**src/rtl/bnn_pkg.sv**
```systemverilog
// Shared constants and FSM encoding for the BNN conv-layer front end.
package bnn_pkg;

    localparam int DW    = 8;
    localparam int NI_L1 = 28;
    localparam int NI_L2 = 12;
    localparam int K     = 5;

    typedef enum logic [1:0] {
        ST_IDLE = 2'd0,
        ST_RUN  = 2'd1,
        ST_DONE = 2'd2
    } state_t;

    // Counter width able to hold 0..n-1, never narrower than one bit.
    function automatic int cnt_width(input int n);
        return (n > 1) ? $clog2(n) : 1;
    endfunction

endpackage

```
**src/rtl/line_delay.sv**
```systemverilog
// One raster line of delay: a DEPTH-deep shift register that advances only
// when enabled. Contents are deliberately not reset; consumers mask stale
// data with their own valid flags.
module line_delay #(
    parameter int DEPTH = 28,
    parameter int WIDTH = 8
) (
    input  logic             i_clk,
    input  logic             i_en,
    input  logic [WIDTH-1:0] i_din,
    output logic [WIDTH-1:0] o_dout
);

    logic [WIDTH-1:0] r_mem [DEPTH];

    // Shift one position per enabled beat; the tail is the pixel DEPTH beats ago.
    always_ff @(posedge i_clk) begin
        if (i_en) begin
            r_mem[0] <= i_din;
            for (int i = 1; i < DEPTH; i++) begin
                r_mem[i] <= r_mem[i-1];
            end
        end
    end

    assign o_dout = r_mem[DEPTH-1];

endmodule

```
**src/rtl/conv_window.sv**
```systemverilog
// Raster-to-column window generator: buffers K-1 previous rows and emits a
// K-pixel vertical column per accepted pixel, oldest row in the top byte.
//
// state   | meaning
// IDLE    | waiting for start; row/col held at 0
// RUN     | accepting pixels of the current frame
// DONE    | frame complete; waiting for start to drop
module conv_window #(
    parameter int K  = bnn_pkg::K,
    parameter int Ni = bnn_pkg::NI_L1,
    parameter int DW = bnn_pkg::DW
) (
    input  logic            i_clk,
    input  logic            i_rst,
    input  logic            i_start,
    input  logic            i_din_valid,
    input  logic [DW-1:0]   i_din,
    output logic [DW*K-1:0] o_taps,
    output logic            o_tvalid,
    output logic            o_wvalid,
    output logic            o_done,
    output logic            o_busy
);
    import bnn_pkg::*;

    localparam int            CW   = cnt_width(Ni);
    localparam logic [CW-1:0] LAST = CW'(Ni - 1);
    localparam logic [CW-1:0] KM1  = CW'(K - 1);

    state_t            r_state;
    logic [CW-1:0]     r_row;
    logic [CW-1:0]     r_col;
    logic [DW*K-1:0]   r_taps;
    logic              r_tvalid;
    logic              r_wvalid;
    logic              r_done;
    logic              r_busy;

    logic              w_accept;
    // Byte 0 is the incoming pixel; byte i+1 is the output of delay line i.
    logic [DW*K-1:0]   w_chain;

    // Dropping start on the same edge as a beat aborts instead of accepting.
    assign w_accept       = (r_state == ST_RUN) && i_start && i_din_valid;
    assign w_chain[DW-1:0] = i_din;

    for (genvar g = 0; g < K - 1; g++) begin : g_line
        line_delay #(
            .DEPTH (Ni),
            .WIDTH (DW)
        ) u_line (
            .i_clk  (i_clk),
            .i_en   (w_accept),
            .i_din  (w_chain[g*DW +: DW]),
            .o_dout (w_chain[(g+1)*DW +: DW])
        );
    end

    // Frame FSM, raster counters and the registered column/flag outputs.
    always_ff @(posedge i_clk) begin
        if (i_rst) begin
            r_state  <= ST_IDLE;
            r_row    <= '0;
            r_col    <= '0;
            r_taps   <= '0;
            r_tvalid <= 1'b0;
            r_wvalid <= 1'b0;
            r_done   <= 1'b0;
            r_busy   <= 1'b0;
        end else begin
            r_tvalid <= 1'b0;
            r_wvalid <= 1'b0;
            r_done   <= 1'b0;
            case (r_state)
                ST_IDLE: begin
                    r_row <= '0;
                    r_col <= '0;
                    if (i_start) begin
                        r_state <= ST_RUN;
                        r_busy  <= 1'b1;
                    end
                end
                ST_RUN: begin
                    if (!i_start) begin
                        r_state <= ST_IDLE;
                        r_busy  <= 1'b0;
                        r_row   <= '0;
                        r_col   <= '0;
                    end else if (i_din_valid) begin
                        r_taps   <= w_chain;
                        r_tvalid <= (r_row >= KM1);
                        r_wvalid <= (r_row >= KM1) && (r_col >= KM1);
                        if (r_col == LAST) begin
                            r_col <= '0;
                            if (r_row == LAST) begin
                                r_row   <= '0;
                                r_done  <= 1'b1;
                                r_state <= ST_DONE;
                                r_busy  <= 1'b0;
                            end else begin
                                r_row <= r_row + 1'b1;
                            end
                        end else begin
                            r_col <= r_col + 1'b1;
                        end
                    end
                end
                ST_DONE: begin
                    if (!i_start) begin
                        r_state <= ST_IDLE;
                    end
                end
                default: begin
                    r_state <= ST_IDLE;
                    r_busy  <= 1'b0;
                end
            endcase
        end
    end

    assign o_taps   = r_taps;
    assign o_tvalid = r_tvalid;
    assign o_wvalid = r_wvalid;
    assign o_done   = r_done;
    assign o_busy   = r_busy;

endmodule

```
**config.mk**
```make
export PLATFORM = sky130hd
export DESIGN_NAME = conv_window
export DESIGN_NICKNAME = d
export VERILOG_FILES = /design/src/rtl/bnn_pkg.sv /design/src/rtl/line_delay.sv /design/src/rtl/conv_window.sv
export SDC_FILE = /design/constraint.sdc
export NUM_CORES = 1
export LEC_CHECK = 0
export ABC_AREA = 1
export ABC_CLOCK_PERIOD_IN_PS = 16900
export CAP_MARGIN = 20
export CELL_PAD_IN_SITES_DETAIL_PLACEMENT = 0
export CELL_PAD_IN_SITES_GLOBAL_PLACEMENT = 2
export CORE_AREA = 2 2 267 269
export CTS_CLUSTER_DIAMETER = 80
export DETAILED_ROUTE_END_ITERATION = 8
export DIE_AREA = 0 0 269 271
export GPL_TIMING_DRIVEN = 0
export PLACE_DENSITY_LB_ADDON = 0.2
export SYNTH_ARGS = -nofsm -noshare
export SYNTH_HDL_FRONTEND = slang
export SYNTH_SLANG_ARGS = --single-unit
```
**constraint.sdc**
```tcl
create_clock -name i_clk -period 16.9 [get_ports i_clk]
set_clock_uncertainty 0.2 [all_clocks]
set_input_delay 2.535 -clock i_clk [delete_from_list [all_inputs] [get_ports i_clk]]
set_output_delay 2.535 -clock i_clk [all_outputs]
set_load 0.05 [all_outputs]
```
### Word-level counts from Yosys, hierarchy flattened

Memory sizes are Yosys's and may differ from the RTL's. A register that Yosys moved wholly into a read port is not among the register bits.
Index checks and enable logic that the tools add are counted.

* word-level logic and storage cells: 67
* input port bits: 12
* bits in writable memories: 896
* memories: 4
* register bits after elaboration: 56

* $lt $le $gt $ge: 2
* bitwise logic cells: 5
* add/subtract/negate cells: 2
* eq/ne operators: 9
* reductions and logical operators: 12
* muxes and demuxes: 25

Memories
* g_line[0].u_line.r_mem: words 28, width 8, read ports 28, clocked after memory_dff 0, write ports 28, RTL line line_delay.sv:14 `logic [WIDTH-1:0] r_mem [DEPTH];`
* g_line[1].u_line.r_mem: words 28, width 8, read ports 28, clocked after memory_dff 0, write ports 28, RTL line line_delay.sv:14
* g_line[2].u_line.r_mem: words 28, width 8, read ports 28, clocked after memory_dff 0, write ports 28, RTL line line_delay.sv:14
* g_line[3].u_line.r_mem: words 28, width 8, read ports 28, clocked after memory_dff 1, write ports 28, RTL line line_delay.sv:14

Operators with widths (count)
* two-way mux 5 bit: 7
* one-hot mux 5 bit (2 select lines): 2
* two-way mux 2 bit: 6
* adder 5 x 1 -> 5 bit, second input constant: 2
* == test 5 bit, second input constant: 2
* >= comparator 5 x 3 -> 1 bit, second input constant: 2
* AND reduction 5 bit: 2
* two-way mux 1 bit: 8
* inequality test 3 x 2 -> 1 bit, second input constant: 2
* one-hot mux 2 bit (3 select lines): 1
* AND reduction 3 bit: 2
* inverter 1 bit: 5
* OR reduction 5 bit: 1
* inequality test 2 bit, second input constant: 2
* OR reduction 4 bit: 1
* logical AND 1 bit: 3
* inequality test 3 bit, second input constant: 1
* one-hot mux 1 bit (3 select lines): 1
* == test 2 x 1 -> 1 bit, second input constant: 1
* == test 2 bit, second input constant: 1
* logical NOT 2 bit: 1
* AND reduction 2 bit: 1
* nonzero test 2 bit: 1

### Depth between registers and ports, before layout

Gate-level depths: netlist of the first run.

* depth after elaboration: 6
* mapped depth: 11

### By module

Synthesis of the first run repeated with hierarchy kept, for this count alone.

* cell total of the unflattened synthesis: 1242
* area, all modules: 29478.3 µm²

By module, submodules not included
* line_delay: area an instance 6786.5 µm², cells an instance 232, times used 4
* conv_window: area an instance 2332.2 µm², cells an instance 314, times used 1

### Worst setup path before layout of the first run

No wires, ideal clock.

* kind: input port to flip-flop
* start point: input i_start
* end point: memory g_line[0].u_line.r_mem[0][0], enable pin
* data arrival time: 13118 ps
* cell stages on the path: 3
* required time: 15823 ps
* slack: 2706 ps
* cells stage by stage: nand3_4 nor2_4 buf_2

RTL lines
* start: declaration: RTL line conv_window.sv:15 `input logic i_start,`
* end: declaration: RTL line line_delay.sv:14

==> flow_metrics.py, run 1 <==
metrics = {
    "run_status": {
        "status": "complete, no violations",
    },
    "min_path": {
        "hp-class": "register to register",
        "min_from": "g_line[2].u_line.r_mem[1][50]$_DFFE_PP_",
        "hold-path-endpoint": "g_line[2].u_line.r_mem[1][58]$_DFFE_PP_",
        "hold_depth": 0,
    },
    "floorplan": {
        "die_y_um": 271,
        "initial_core_util": 0.418,
        "ios": 56,
        "die_width_um": 269,
        "num_rows": 97,
        "coreArea_mm2": 0.0698,
        "fp.dieArea_mm2": 0.0729,
    },
    "pwr": {
        "peakVddDrop_v": 0.0000941,
        "seq_power_share": 0.551,
        "p_comb_frac": 0.030,
        "pwr-share-clk": 0.419,
        "leakage_nw": 9.21,
        "power.density_mw_per_mm2": 141,
        "p_sw_w": 0.000956,
        "internal-power_w": 0.00387,
        "switching_share": 0.198,
        "finalPower_w": 0.00482,
    },
    "timing": {
        "period_share": 0.365,
        "fin_ws_ns": 10.72,
        "timing.hold.ws_ns": 0.202,
        "min_period_ns": 6.18,
        "setup_violations": 0,
        "setup_tns_ns": 0,
        "rsz0062_at_grt": "no",
        "relSlewSlack": 0.489,
        "worst_pin_slew_ns": 0.767,
        "drv_slew": 0,
        "hold_viol_final": 0,
        "fmax_mhz": 162,
    },
    "placement": {
        "gp_congestion": 0.659,
        "portBuffers": 55,
        "place_hpwl_mm": 17.5,
        "dp_worst_setup_slack_ns": 9.90,
    },
    "yosys": {
        "async_flop_share": 0,
        "ys_warn_count": 0,
        "ys_seq_elements": 952,
        "syn_inst": 1189,
        "yosys-top-cells-count": "edfxtp_1 (896), nor2_1 (98), dfxtp_1 (56), o21ai_0 (37), nand2_1 (24)",
        "yosysTopAreaCell": "edfxtp_1",
        "synth.cell_area_mm2": 0.0291,
        "synth_edf_count": 896,
        "synthTopCellsByArea": "edfxtp_1 (92%), dfxtp_1 (3.8%), nor2_1 (1.3%)",
        "synth.most_common_cell": "edfxtp_1",
        "synth_area_per_cell_um2": 24.5,
        "ys_types": 27,
        "syn_nets": 1205,
        "synth_flop_cell": "edfxtp_1",
        "yosys.area.top_type_share": 0.923,
        "yosysSeqAreaShare": 0.962,
    },
    "global_route": {
        "gr-total-overflow": 0,
        "grt_pass1_wl_mm": 58.6,
        "grt_pass1_vias": 10500,
        "grtUsageTotal": 0.103,
        "grt_start_max_net_pins": 139,
        "antenna_found_initial": 2,
    },
    "cts": {
        "root_buffer": "clkbuf_16",
        "clock_insertion_delay_worst_skew_ns": 0.62,
        "clk_path_buf_depth": 3,
        "ctsResizeCount": 0,
        "cts_tree": "built",
        "clkSinkCount": 952,
        "post_cts_buffers": 0,
        "cts_made_buffers": 95,
        "holdBufCountCts": 0,
        "h-tree-depth": 3,
        "cts.clk_slew.worst_paths_ns": 0.06,
    },
    "setup_path": {
        "crit-reg2reg-launch": "r_state[1]$_SDFFE_PP0P_",
        "start_kind": "input pin",
        "arrival_ns": 6.23,
        "required_ns": 16.95,
        "worstSetupPathType": "input pin to register",
        "reg2reg_depth": 8,
        "worstSetupEndpointType": "register",
        "cp_max_fo": 134,
        "r2r_slack_ns": 12.78,
        "r2r_end": "g_line[1].u_line.r_mem[0][94]$_DFFE_PP_",
    },
    "cells_and_area": {
        "synthToLayoutAreaGrowth_pct": 17.0,
        "n_fill_cell": 5642,
        "layout-drive-gt1-share": 0.109,
        "num-nets-final": 1364,
        "diodes": 0,
    },
    "routing": {
        "drt-initial-drc-count": 942,
        "vias": 10700,
        "drt-pass1-iter-count": 5,
        "drt-total-wl_mm": 36.9,
        "viasPerCell": 4.52,
        "wl_per_cell_um": 15.6,
        "ant_nets": 0,
        "drc": 0,
    },
    "flow_run": {
        "maxCapViolations": 0,
    },
}
[how the worst max path moves through the flow]
stage | slack [ns] | start | end
detailed placement | 9.90 | i_start | g_line[2].u_line.r_mem[2][51]$_DFFE_PP_
global placement | -1.33 | i_start | o_taps[30]$_SDFFE_PP0P_
finish | 10.72 | i_start | g_line[1].u_line.r_mem[0][94]$_DFFE_PP_
CTS | 10.60 | i_start | g_line[1].u_line.r_mem[1][44]$_DFFE_PP_
floorplan | 2.71 | i_start | g_line[0].u_line.r_mem[0][0]$_DFFE_PP_
global route | 10.38 | i_start | g_line[1].u_line.r_mem[1][44]$_DFFE_PP_
[cells by family (layout without fill, tap and decap cells)]
group	after synthesis	after routing	share of synthesized area
AND/OR/NAND/NOR	141	141	0.0201
adder cells (fa/ha/maj)	4	4	0.00172
flip-flops	952	952	0.962
buffers and inverters	36	275	0.00584
AO/OA/AOI/OAI	53	53	0.00962
XOR/XNOR	3	3	0.000902
[power groups by stage]
stage                     combinational, W  clock (W)  sequential [W]
final                             0.000144    0.00202         0.00266
after global routing              0.000158    0.00220         0.00266
after CTS                         0.000148    0.00210         0.00266
after detailed placement          0.000148          0         0.00271
after global placement            0.000136          0         0.00279
after floorplan                  0.0000654          0         0.00279
[cell usage in the layout (no fill, tap or decap), types with 7 or more instances in the layout]
cell type and instances:
nand3_1 8, o21ai_1 7, inv_1 21, nand2_1 24, buf_16 7, clkbuf_1 35, nor2_1 98, edfxtp_1 896
clkbuf_16 97, clkinv_2 12, bufinv_16 7, clkinv_1 18, o21ai_0 37, clkdlybuf4s50_1 55, clkbuf_8 7, dfxtp_1 56
[routing by layer]
| layer | up-vias | part of all wire | track usage |
|---|---|---|---|
| li1 | 4950 | - | - |
| met1 | 5456 | 0.51 | 0.159 |
| met2 | 199 | 0.41 | 0.134 |
| met3 | 89 | 0.054 | 0.0303 |
| met4 | 0 | 0.029 | 0.0442 |
| met5 | - | 0 | 0 |
[metrics by stage]
stage               utilization  instances  instance area [um^2]
floorplan                     -       1189                 29100
global placement          0.442       2184                 30900
detailed placement        0.445       2191                 31100
CTS                       0.489       2368                 34100
global route              0.489       2368                 34100
finish                    0.489       2368                 34100
[worst max-delay path, stage by stage]
cell             delay [ns]
clkdlybuf4s50_1        0.58
nand3_4                0.13
nor2_4                 0.33
buf_8                  0.58
buf_16                 0.44
buf_16                 0.43
buf_16                 0.51
buf_16                 0.42
[sequential cells by signal, summed over array words and instances, names as in the netlist]
name / flops
g_line.u_line.r_mem: 896
o_taps: 40
r_col: 5
r_row: 5
r_state: 2
o_busy: 1
o_done: 1
o_tvalid: 1
o_wvalid: 1
[cell type report]
class	instances	area, um^2	area share
plain buffers	12	90.1	0.00264
clock buffers	135	2640	0.0774
clock inverters	42	398	0.0117
inverters	24	90.1	0.00264
multi-input cells	201	942	0.0276
flip-flops and latches	952	28000	0.822
well taps	940	1180	0.0345
repair buffers	62	743	0.0218
Note: power is estimated with default switching activity, not from simulation.
==> run 2: changes to the inputs <==
--- a/config.mk
+++ b/config.mk
@@ -6,7 +6,7 @@
 export NUM_CORES = 1
 export LEC_CHECK = 0
 export ABC_AREA = 1
-export ABC_CLOCK_PERIOD_IN_PS = 16900
+export ABC_CLOCK_PERIOD_IN_PS = 6100
 export CAP_MARGIN = 20
 export CELL_PAD_IN_SITES_DETAIL_PLACEMENT = 0
 export CELL_PAD_IN_SITES_GLOBAL_PLACEMENT = 2
==> constraint.sdc (replaced) <==
create_clock -name i_clk -period 6.1 [get_ports i_clk]
set_clock_uncertainty 0.2 [all_clocks]
set_input_delay 0.915 -clock i_clk [delete_from_list [all_inputs] [get_ports i_clk]]
set_output_delay 0.915 -clock i_clk [all_outputs]
set_load 0.05 [all_outputs]
==> flow_metrics.py, run 2 (synthesis gave the netlist of run 1 again) <==
metrics = {
    "run_status": {
        "status": "complete, no violations",
    },
    "setup_path": {
        "cp_max_fo": 118,
        "crit-reg2reg-launch": "r_state[1]$_SDFFE_PP0P_",
        "worstSetupEndpointType": "register",
        "reg2reg_depth": 6,
        "r2r_slack_ns": 2.79,
        "worstSetupPathType": "input pin to register",
        "arrival_ns": 3.77,
        "start_kind": "input pin",
        "required_ns": 6.16,
        "r2r_end": "g_line[3].u_line.r_mem[11][3]$_DFFE_PP_",
    },
    "cells_and_area": {
        "synthToLayoutAreaGrowth_pct": 17.0,
        "stdcell_count": 2367,
        "n_fill_cell": 5627,
        "regArea_mm2": 0.0280,
        "layout_common_cells": "edfxtp_1 (896), nor2_1 (98), clkbuf_16 (98)",
        "multiInputGateArea_um2": 942,
        "top_register": "g_line.u_line.r_mem",
        "largest_reg_flops": 896,
        "num-nets-final": 1363,
        "layout-drive-gt1-share": 0.109,
        "final_common_cell": "edfxtp_1",
    },
    "cts": {
        "post_cts_buffers": 0,
        "h-tree-depth": 3,
        "clkSinkCount": 952,
        "root_buffer": "clkbuf_16",
        "cts_made_buffers": 94,
        "clk_path_buf_depth": 3,
        "clock_insertion_delay_worst_skew_ns": 0.62,
        "cts_tree": "built",
        "cts.clk_slew.worst_paths_ns": 0.06,
        "ctsResizeCount": 0,
        "holdBufCountCts": 0,
    },
    "timing": {
        "relSlewSlack": 0.400,
        "hold_viol_final": 0,
        "setup_violations": 0,
        "setup_tns_ns": 0,
        "drv_slew": 0,
        "rsz0062_at_grt": "no",
        "timing.hold.ws_ns": 0.211,
        "worst_pin_slew_ns": 0.900,
        "fmax_mhz": 269,
        "period_share": 0.608,
        "min_period_ns": 3.71,
    },
    "min_path": {
        "hold_depth": 0,
        "hp-class": "register to register",
        "min_from": "g_line[0].u_line.r_mem[0][90]$_DFFE_PP_",
        "hold-path-endpoint": "g_line[0].u_line.r_mem[0][98]$_DFFE_PP_",
    },
    "global_route": {
        "grt_pass1_wl_mm": 58.9,
        "use_met2": 0.135,
        "met1_usage": 0.160,
        "antenna_found_initial": 0,
        "grtUsageTotal": 0.103,
        "gr-total-overflow": 0,
        "grt_pass1_vias": 10600,
        "met3_usage": 0.0322,
        "grt_start_max_net_pins": 140,
        "top_usage_layer": "met1",
    },
    "routing": {
        "drc": 0,
        "drt-initial-drc-count": 990,
        "drt-total-wl_mm": 36.8,
        "drt-pass1-iter-count": 6,
        "ant_nets": 0,
        "viasPerCell": 4.50,
        "vias": 10700,
        "wl_per_cell_um": 15.5,
    },
    "placement": {
        "gp_congestion": 0.655,
        "dp_cells": 2191,
        "portBuffers": 55,
        "place_hpwl_mm": 17.3,
    },
    "flow_run": {
        "maxCapViolations": 0,
    },
    "floorplan": {
        "die_y_um": 271,
        "initial_core_util": 0.418,
        "num_rows": 97,
        "fp.dieArea_mm2": 0.0729,
        "die_width_um": 269,
        "coreArea_mm2": 0.0698,
        "ios": 56,
    },
    "pwr": {
        "leakage_nw": 9.20,
        "power.density_mw_per_mm2": 391,
        "peakVddDrop_v": 0.000212,
    },
}
-- run 2: changes by cell type in the layout (fill, tap and decap cells not counted) --
cell	delta
clkbuf_1	-9
clkinv_1	+8
clkbuf_8	-6
bufinv_16	+1
clkbuf_16	+1
clkinv_2	+1
clkinvlp_4	+1
diode_2	+1
inv_6	+1
-- run 2: where the power goes --
group	switching [W]	total, W	internal [W]
logic	0.000311	0.000399	0.0000878
clock network	0.00229	0.00558	0.00329
registers	0.0000452	0.00736	0.00731
-- run 2: critical path: stages --
cell	delay [ns]
clkdlybuf4s50_1	0.56
nand3_4	0.12
nor2_4	0.33
buf_8	0.69
buf_16	0.44
buf_16	0.43
-- run 2: area by class of cell --
class / instances / area share
Multi-Input combinational cell: 201 / 0.0276
Buffer: 12 / 0.00264
Tap cell: 940 / 0.0345
Timing Repair Buffer: 62 / 0.0218
Clock inverter: 54 / 0.0141
Antenna cell: 1 / 0.0000734
Sequential cell: 952 / 0.822
Clock buffer: 121 / 0.0747
Inverter: 24 / 0.00264
-- run 2: worst max path at each step --
stage	start	to	slack [ns]	cells past startpoint
detailed placement	i_start	g_line[1].u_line.r_mem[0][111]$_DFFE_PP_	1.66	6
global route	i_start	g_line[3].u_line.r_mem[14][3]$_DFFE_PP_	2.16	6
floorplan	i_start	g_line[0].u_line.r_mem[0][0]$_DFFE_PP_	0.03	3
global placement	i_start	o_taps[31]$_SDFFE_PP0P_	-2.29	6
finish	i_start	g_line[3].u_line.r_mem[11][3]$_DFFE_PP_	2.39	6
CTS	i_start	g_line[1].u_line.r_mem[0][106]$_DFFE_PP_	2.37	6
-- run 2: metrics by stage --
stage          power (W)  utilization  instance area, um^2  setup slack, ns
5_1_grt           0.0139        0.489                34100             2.16
4_1_cts           0.0136        0.489                34100             2.37
3_5_place_dp     0.00791        0.445                31100             1.66
6_report          0.0133        0.489                34100             2.39
3_3_place_gp     0.00795        0.442                30900            -2.29
2_1_floorplan    0.00780            -                29100           0.0261
-- run 2: metal layers --
| layer | vias up | share of wire |
|---|---|---|
| met1 | 5471 | 0.52 |
| met2 | 167 | 0.41 |
| met4 | 0 | 0.023 |
| met3 | 78 | 0.048 |
| li1 | 4943 | - |
| met5 | - | 0 |
==> RTL change 1, RTL diff (settings of run 1) <==
Change the package constant `NI_L1` from 28 to 42.
--- a/src/rtl/bnn_pkg.sv
+++ b/src/rtl/bnn_pkg.sv
@@ -3,5 +3,5 @@
 
     localparam int DW    = 8;
-    localparam int NI_L1 = 28;
+    localparam int NI_L1 = 42;
     localparam int NI_L2 = 12;
     localparam int K     = 5;
Function: not settled (the Yosys comparison gave no result); the edit may change what the design does.
==> RTL change 1 against run 1 <==
- die area stayed put
- total power is 44% higher
- first-iteration DRC count is 52% higher
- sequential share of layout area is 2.6 points higher
- utilization is 21 points higher
- setup slack better by 0.15 ns
- cell area is 44% higher
- wire length is 38% higher
- sequential cell count is 450 higher
- synthesized area is 47% higher
- non-clock buffer count is 3 higher
- critical path type unchanged
==> RTL change 1: results (changes against run 1) <==
<table>
<tr><th>Metric</th><th>Value</th></tr>
<tr><th colspan="2">Worst setup path</th></tr>
<tr><td>Max FO, Critical Path</td><td>194 (+45%)</td></tr>
<tr><td>Arrival time of the worst setup path</td><td>6.13 ns (-0.10 ns)</td></tr>
<tr><td>Path depth of the worst reg2reg path</td><td>6 (-2)</td></tr>
<tr><th colspan="2">Global route</th></tr>
<tr><td>Maximum number of pins on one net before global-route repair</td><td>214 (+54%)</td></tr>
<tr><td>GRT Total Usage</td><td>14.4% (+4.2 points)</td></tr>
<tr><td>Wire length of the first global-routing pass</td><td>80.6 mm (+38%)</td></tr>
<tr><td>Initial antenna violation count</td><td>1 (-1)</td></tr>
<tr><th colspan="2">Route</th></tr>
<tr><td>Wire length per cell after detailed routing</td><td>17.6 um (+13%)</td></tr>
<tr><td>Drt via density</td><td>5.16 (+14%)</td></tr>
<tr><td>Number of optimization iterations in the first detailed-route pass</td><td>7 (+2)</td></tr>
<tr><td>First DRT Iteration DRCs</td><td>1,434 (+52%)</td></tr>
<tr><th colspan="2">CTS</th></tr>
<tr><td># H-tree levels</td><td>4 (+1)</td></tr>
<tr><td>Clock tree buffer depth</td><td>3 (unchanged)</td></tr>
<tr><td>Worst skew pair latency</td><td>0.68 ns (+0.06 ns)</td></tr>
<tr><th colspan="2">Power and ir drop</th></tr>
<tr><td>Leakage</td><td>12.4 nW (+35%)</td></tr>
<tr><td>Net load switching power</td><td>1.32 mW (+38%)</td></tr>
<tr><td>VDD IR max</td><td>114 uV (+21%)</td></tr>
<tr><th colspan="2">Outcome</th></tr>
<tr><td>Outcome</td><td>completed</td></tr>
<tr><th colspan="2">Yosys</th></tr>
<tr><td>Mapped Cells</td><td>1,661 (+40%)</td></tr>
<tr><td>Fraction of the yosys area taken by sequential cells</td><td>97.1% (+0.93 points)</td></tr>
<tr><td>Commonest cells in the netlist</td><td>sky130_fd_sc_hd__edfxtp_1 (1,344), sky130_fd_sc_hd__nor2_1 (99), sky130_fd_sc_hd__dfxtp_1 (58)</td></tr>
<tr><th colspan="2">Placement</th></tr>
<tr><td>Place WS</td><td>10.05 ns (+0.152 ns)</td></tr>
<tr><td>Post-detailed-placement half-perimeter wirelength</td><td>23.2 mm (+33%)</td></tr>
<tr><td>Placer congestion estimate</td><td>0.717 (+8.8%)</td></tr>
<tr><th colspan="2">Cells and area</th></tr>
<tr><td>Max FFs per register</td><td>1,344 (+50%)</td></tr>
<tr><td>Growth of design area from synthesis to finish</td><td>14.5%</td></tr>
<tr><td>Final net count</td><td>1,877 (+38%)</td></tr>
<tr><th colspan="2">STA</th></tr>
<tr><td>Transition time of the tightest slew-check pin</td><td>1.09 ns (+0.319 ns)</td></tr>
</table>
## RTL change 1: cell types whose count changed after synthesis, sizes merged, moves of 3 or more
cell	run 1	this run
nand4	1	8
nand3	9	13
buf	8	12
edfxtp	896	1344
o22ai	3	0
nor3	2	6
a21oi	4	9
## RTL change 1: cells by family after synthesis
family	synth area share, %
buffers and inverters	0.421
AND/OR/NAND/NOR	1.57
adder cells (fa/ha/maj)	0.176
XOR/XNOR	0.0205
AO/OA/AOI/OAI	0.694
flip-flops	97.1
## RTL change 1: layer usage
| layer | up-vias | wire (um) | track usage, % | part of all wire (%) |
|---|---|---|---|---|
| li1 | 6936 | - | - | - |
| met1 | 7635 | 25400 | 23.0 | 50 |
| met2 | 287 | 21800 | 19.1 | 43 |
| met3 | 110 | 2370 | 3.90 | 4.6 |
| met4 | 2 | 1460 | 6.35 | 2.9 |
| met5 | - | 19 | 0 | 0.037 |
## RTL change 1: final cells by class
type / instances / area [um2]
inverter: 25 / 95.1
clock buffer: 177 / 3720
clock inverter: 60 / 538
buffer: 15 / 105
tap: 940 / 1180
fill: 4070 / 20800
sequential: 1402 / 41500
multi-input combinational: 219 / 1050
timing repair buffer: 62 / 743
## RTL change 1: critical path, stage by stage
cell,delay [ns]
sky130_fd_sc_hd__clkdlybuf4s50_1,0.66
sky130_fd_sc_hd__nand3_4,0.14
sky130_fd_sc_hd__nor2_4,0.36
sky130_fd_sc_hd__buf_16,0.40
sky130_fd_sc_hd__buf_16,0.50
sky130_fd_sc_hd__buf_16,0.58
sky130_fd_sc_hd__buf_16,0.63
## RTL change 1: path summary, 6_finish.rpt
path         slack [ns]                            end                           from
max               10.88  g_line[1].u_line.r_mem[2][30]                        i_start
min                0.21  g_line[0].u_line.r_mem[2][69]  g_line[0].u_line.r_mem[2][61]
max reg2reg       12.89  g_line[1].u_line.r_mem[2][30]                     r_state[0]
min reg2reg        0.21  g_line[0].u_line.r_mem[2][69]  g_line[0].u_line.r_mem[2][61]
## RTL change 1: stage by stage
stage          instance area, um2  utilization (%)
5_1_grt                     49000             70.1
6_report                    49000             70.1
4_1_cts                     49000             70.1
2_1_floorplan               42800                -
3_3_place_gp                44500             63.7
3_5_place_dp                44700             64.0
## RTL change 1: power by group through the flow
stage / sequential (mW) / clock [mW] / combinational, mW
final: 3.89 / 2.86 / 0.175
after global routing: 3.89 / 3.08 / 0.193
after CTS: 3.88 / 2.96 / 0.178
after detailed placement: 3.96 / 0 / 0.179
after global placement: 4.05 / 0 / 0.164
after floorplan: 4.05 / 0 / 0.0916
==> RTL change 2, RTL diff (settings of run 1) <==
Without the edit above. Add an input register stage for `i_start`, `i_din_valid` and `i_din`, without a reset; this delays them by one clock.
--- a/src/rtl/conv_window.sv
+++ b/src/rtl/conv_window.sv
@@ -28,4 +28,14 @@
     localparam logic [CW-1:0] KM1  = CW'(K - 1);
 
+    logic i_start_q;
+    logic i_din_valid_q;
+    logic [DW-1:0] i_din_q;
+
+    always_ff @(posedge i_clk) begin
+        i_start_q     <= i_start;
+        i_din_valid_q <= i_din_valid;
+        i_din_q       <= i_din;
+    end
+
     state_t            r_state;
     logic [CW-1:0]     r_row;
@@ -42,6 +52,6 @@
 
     // Dropping start on the same edge as a beat aborts instead of accepting.
-    assign w_accept       = (r_state == ST_RUN) && i_start && i_din_valid;
-    assign w_chain[DW-1:0] = i_din;
+    assign w_accept       = (r_state == ST_RUN) && i_start_q && i_din_valid_q;
+    assign w_chain[DW-1:0] = i_din_q;
 
     for (genvar g = 0; g < K - 1; g++) begin : g_line
@@ -76,5 +86,5 @@
                     r_row <= '0;
                     r_col <= '0;
-                    if (i_start) begin
+                    if (i_start_q) begin
                         r_state <= ST_RUN;
                         r_busy  <= 1'b1;
@@ -82,10 +92,10 @@
                 end
                 ST_RUN: begin
-                    if (!i_start) begin
+                    if (!i_start_q) begin
                         r_state <= ST_IDLE;
                         r_busy  <= 1'b0;
                         r_row   <= '0;
                         r_col   <= '0;
-                    end else if (i_din_valid) begin
+                    end else if (i_din_valid_q) begin
                         r_taps   <= w_chain;
                         r_tvalid <= (r_row >= KM1);
@@ -107,5 +117,5 @@
                 end
                 ST_DONE: begin
-                    if (!i_start) begin
+                    if (!i_start_q) begin
                         r_state <= ST_IDLE;
                     end
Behaviour: not the same (Yosys sat finds a counterexample within 4 cycles, from zero or initial values and one cycle with i_rst high).
==> RTL change 2 against run 1 <==
- non-clock buffer count unchanged
- die area unchanged
- wire length down 0.51%
- first-iteration DRC count up 11%
- synthesized area up 0.72%
- cell area up 0.47%
- sequential cell count up 10
- setup slack better by 1.6 ns
- total power down 0.14%
- critical path type is now register to primary output
- largest cell class unchanged
==> RTL change 2: results (changes against run 1) <==
<table>
<tr><th>Metric</th><th>Value</th></tr>
<tr><th colspan="2">Yosys</th></tr>
<tr><td>Avg Synthesized Cell Area</td><td>24.4 um2 (-0.46%)</td></tr>
<tr><td>Fraction of the yosys area taken by sequential cells</td><td>96.2% (about the same)</td></tr>
<tr><td>Synthesized net count</td><td>1,219 (+1.2%)</td></tr>
<tr><td>Commonest cells in the netlist</td><td>sky130_fd_sc_hd__edfxtp_1 (896), sky130_fd_sc_hd__nor2_1 (99), sky130_fd_sc_hd__dfxtp_1 (66)</td></tr>
<tr><td>Area contributors post-synth</td><td>sky130_fd_sc_hd__edfxtp_1 (92%), sky130_fd_sc_hd__dfxtp_1 (4.5%), sky130_fd_sc_hd__nor2_1 (1.3%)</td></tr>
<tr><th colspan="2">Placement</th></tr>
<tr><td>Place WS</td><td>11.96 ns (+2.06 ns)</td></tr>
<tr><td>Placer congestion estimate</td><td>0.693 (+5.2%)</td></tr>
<tr><td>Number of cells in the design after placement</td><td>2,205 (+0.64%)</td></tr>
<tr><th colspan="2">Worst setup path</th></tr>
<tr><td>Endpoint of the most critical register-to-register path</td><td>g_line[0].u_line.r_mem[0][95]</td></tr>
<tr><td>Max FO, Critical Path</td><td>2 (-99%)</td></tr>
<tr><td>Path depth of the worst reg2reg path</td><td>6 (-2)</td></tr>
<tr><td>Longest individual stage delay on the worst path</td><td>0.90 ns (+0.32 ns)</td></tr>
<tr><td>Arrival time of the worst setup path</td><td>1.86 ns (-4.37 ns)</td></tr>
<tr><td>Worst setup endpoint</td><td>o_taps[17]</td></tr>
<tr><th colspan="2">Route</th></tr>
<tr><td>First DRT Iteration DRCs</td><td>1,049 (+11%)</td></tr>
<tr><td>Drt via density</td><td>4.50 (-0.45%)</td></tr>
<tr><td>Number of optimization iterations in the first detailed-route pass</td><td>4 (-1)</td></tr>
<tr><th colspan="2">Cells and area</th></tr>
<tr><td>Count of non-filler cells in the finished layout</td><td>2,379 (+0.46%)</td></tr>
<tr><th colspan="2">Global route</th></tr>
<tr><td>GRT Total Usage</td><td>10.1% (-0.19 points)</td></tr>
<tr><td>Maximum number of pins on one net before global-route repair</td><td>136 (-2.2%)</td></tr>
<tr><th colspan="2">STA</th></tr>
<tr><td>Transition time of the tightest slew-check pin</td><td>0.708 ns (-0.0592 ns)</td></tr>
<tr><th colspan="2">Outcome</th></tr>
<tr><td>Outcome</td><td>completed</td></tr>
<tr><th colspan="2">Hold path</th></tr>
<tr><td>Worst Hold Launch</td><td>g_line[0].u_line.r_mem[0][56]</td></tr>
<tr><td>Worst Hold Path EP</td><td>g_line[0].u_line.r_mem[0][64]</td></tr>
<tr><th colspan="2">Power and ir drop</th></tr>
<tr><td>VDD IR max</td><td>73.3 uV (-22%)</td></tr>
<tr><td>Leakage</td><td>9.22 nW (about the same)</td></tr>
</table>
## RTL change 2: cell count changes in the layout (fill, tap and decap cells not counted), moves of 3 or more
cell,run 1,this run
sky130_fd_sc_hd__dfxtp_1,56,66
sky130_fd_sc_hd__a21oi_1,3,7
sky130_fd_sc_hd__clkinvlp_4,3,7
sky130_fd_sc_hd__nand2_2,4,1
sky130_fd_sc_hd__clkbuf_8,7,3
sky130_fd_sc_hd__clkbuf_1,35,23
sky130_fd_sc_hd__clkinv_2,12,21
## RTL change 2: area by class of cell
type,instances,area [um2]
buffer,12,90.1
clock buffer,120,2540
clock inverter,54,444
fill,5597,35500
inverter,22,82.6
multi-input combinational,207,958
sequential,962,28200
tap,940,1180
timing repair buffer,62,743
## RTL change 2: stage by stage
step                      area [um2]  hold WS (ns)
after CTS                      34300         0.212
after floorplan                29300         0.200
after detailed placement       31300         0.205
after global placement         31100         0.203
after global routing           34300         0.214
final                          34300         0.203
## RTL change 2: per-layer routing
layer / track usage, % / vias to the layer above / wire [um]
li1: - / 4996 / -
met1: 15.9 / 5454 / 18900
met2: 12.9 / 161 / 15100
met3: 3.09 / 84 / 1750
met4: 3.86 / 0 / 1030
met5: 0 / - / 0
## RTL change 2: kinds of logic after synthesis
group	synth area share [%]
compound gates	0.998
xor+xnor	0.0298
fa+ha+maj	0.171
buf+inv	0.554
flops	96.2
simple gates	2.07
## RTL change 2: power breakdown
| group | internal [mW] | total [mW] | switching [mW] |
|---|---|---|---|
| clock | 1.16 | 2.00 | 0.838 |
| combinational | 0.0315 | 0.141 | 0.110 |
| sequential | 2.66 | 2.68 | 0.0168 |
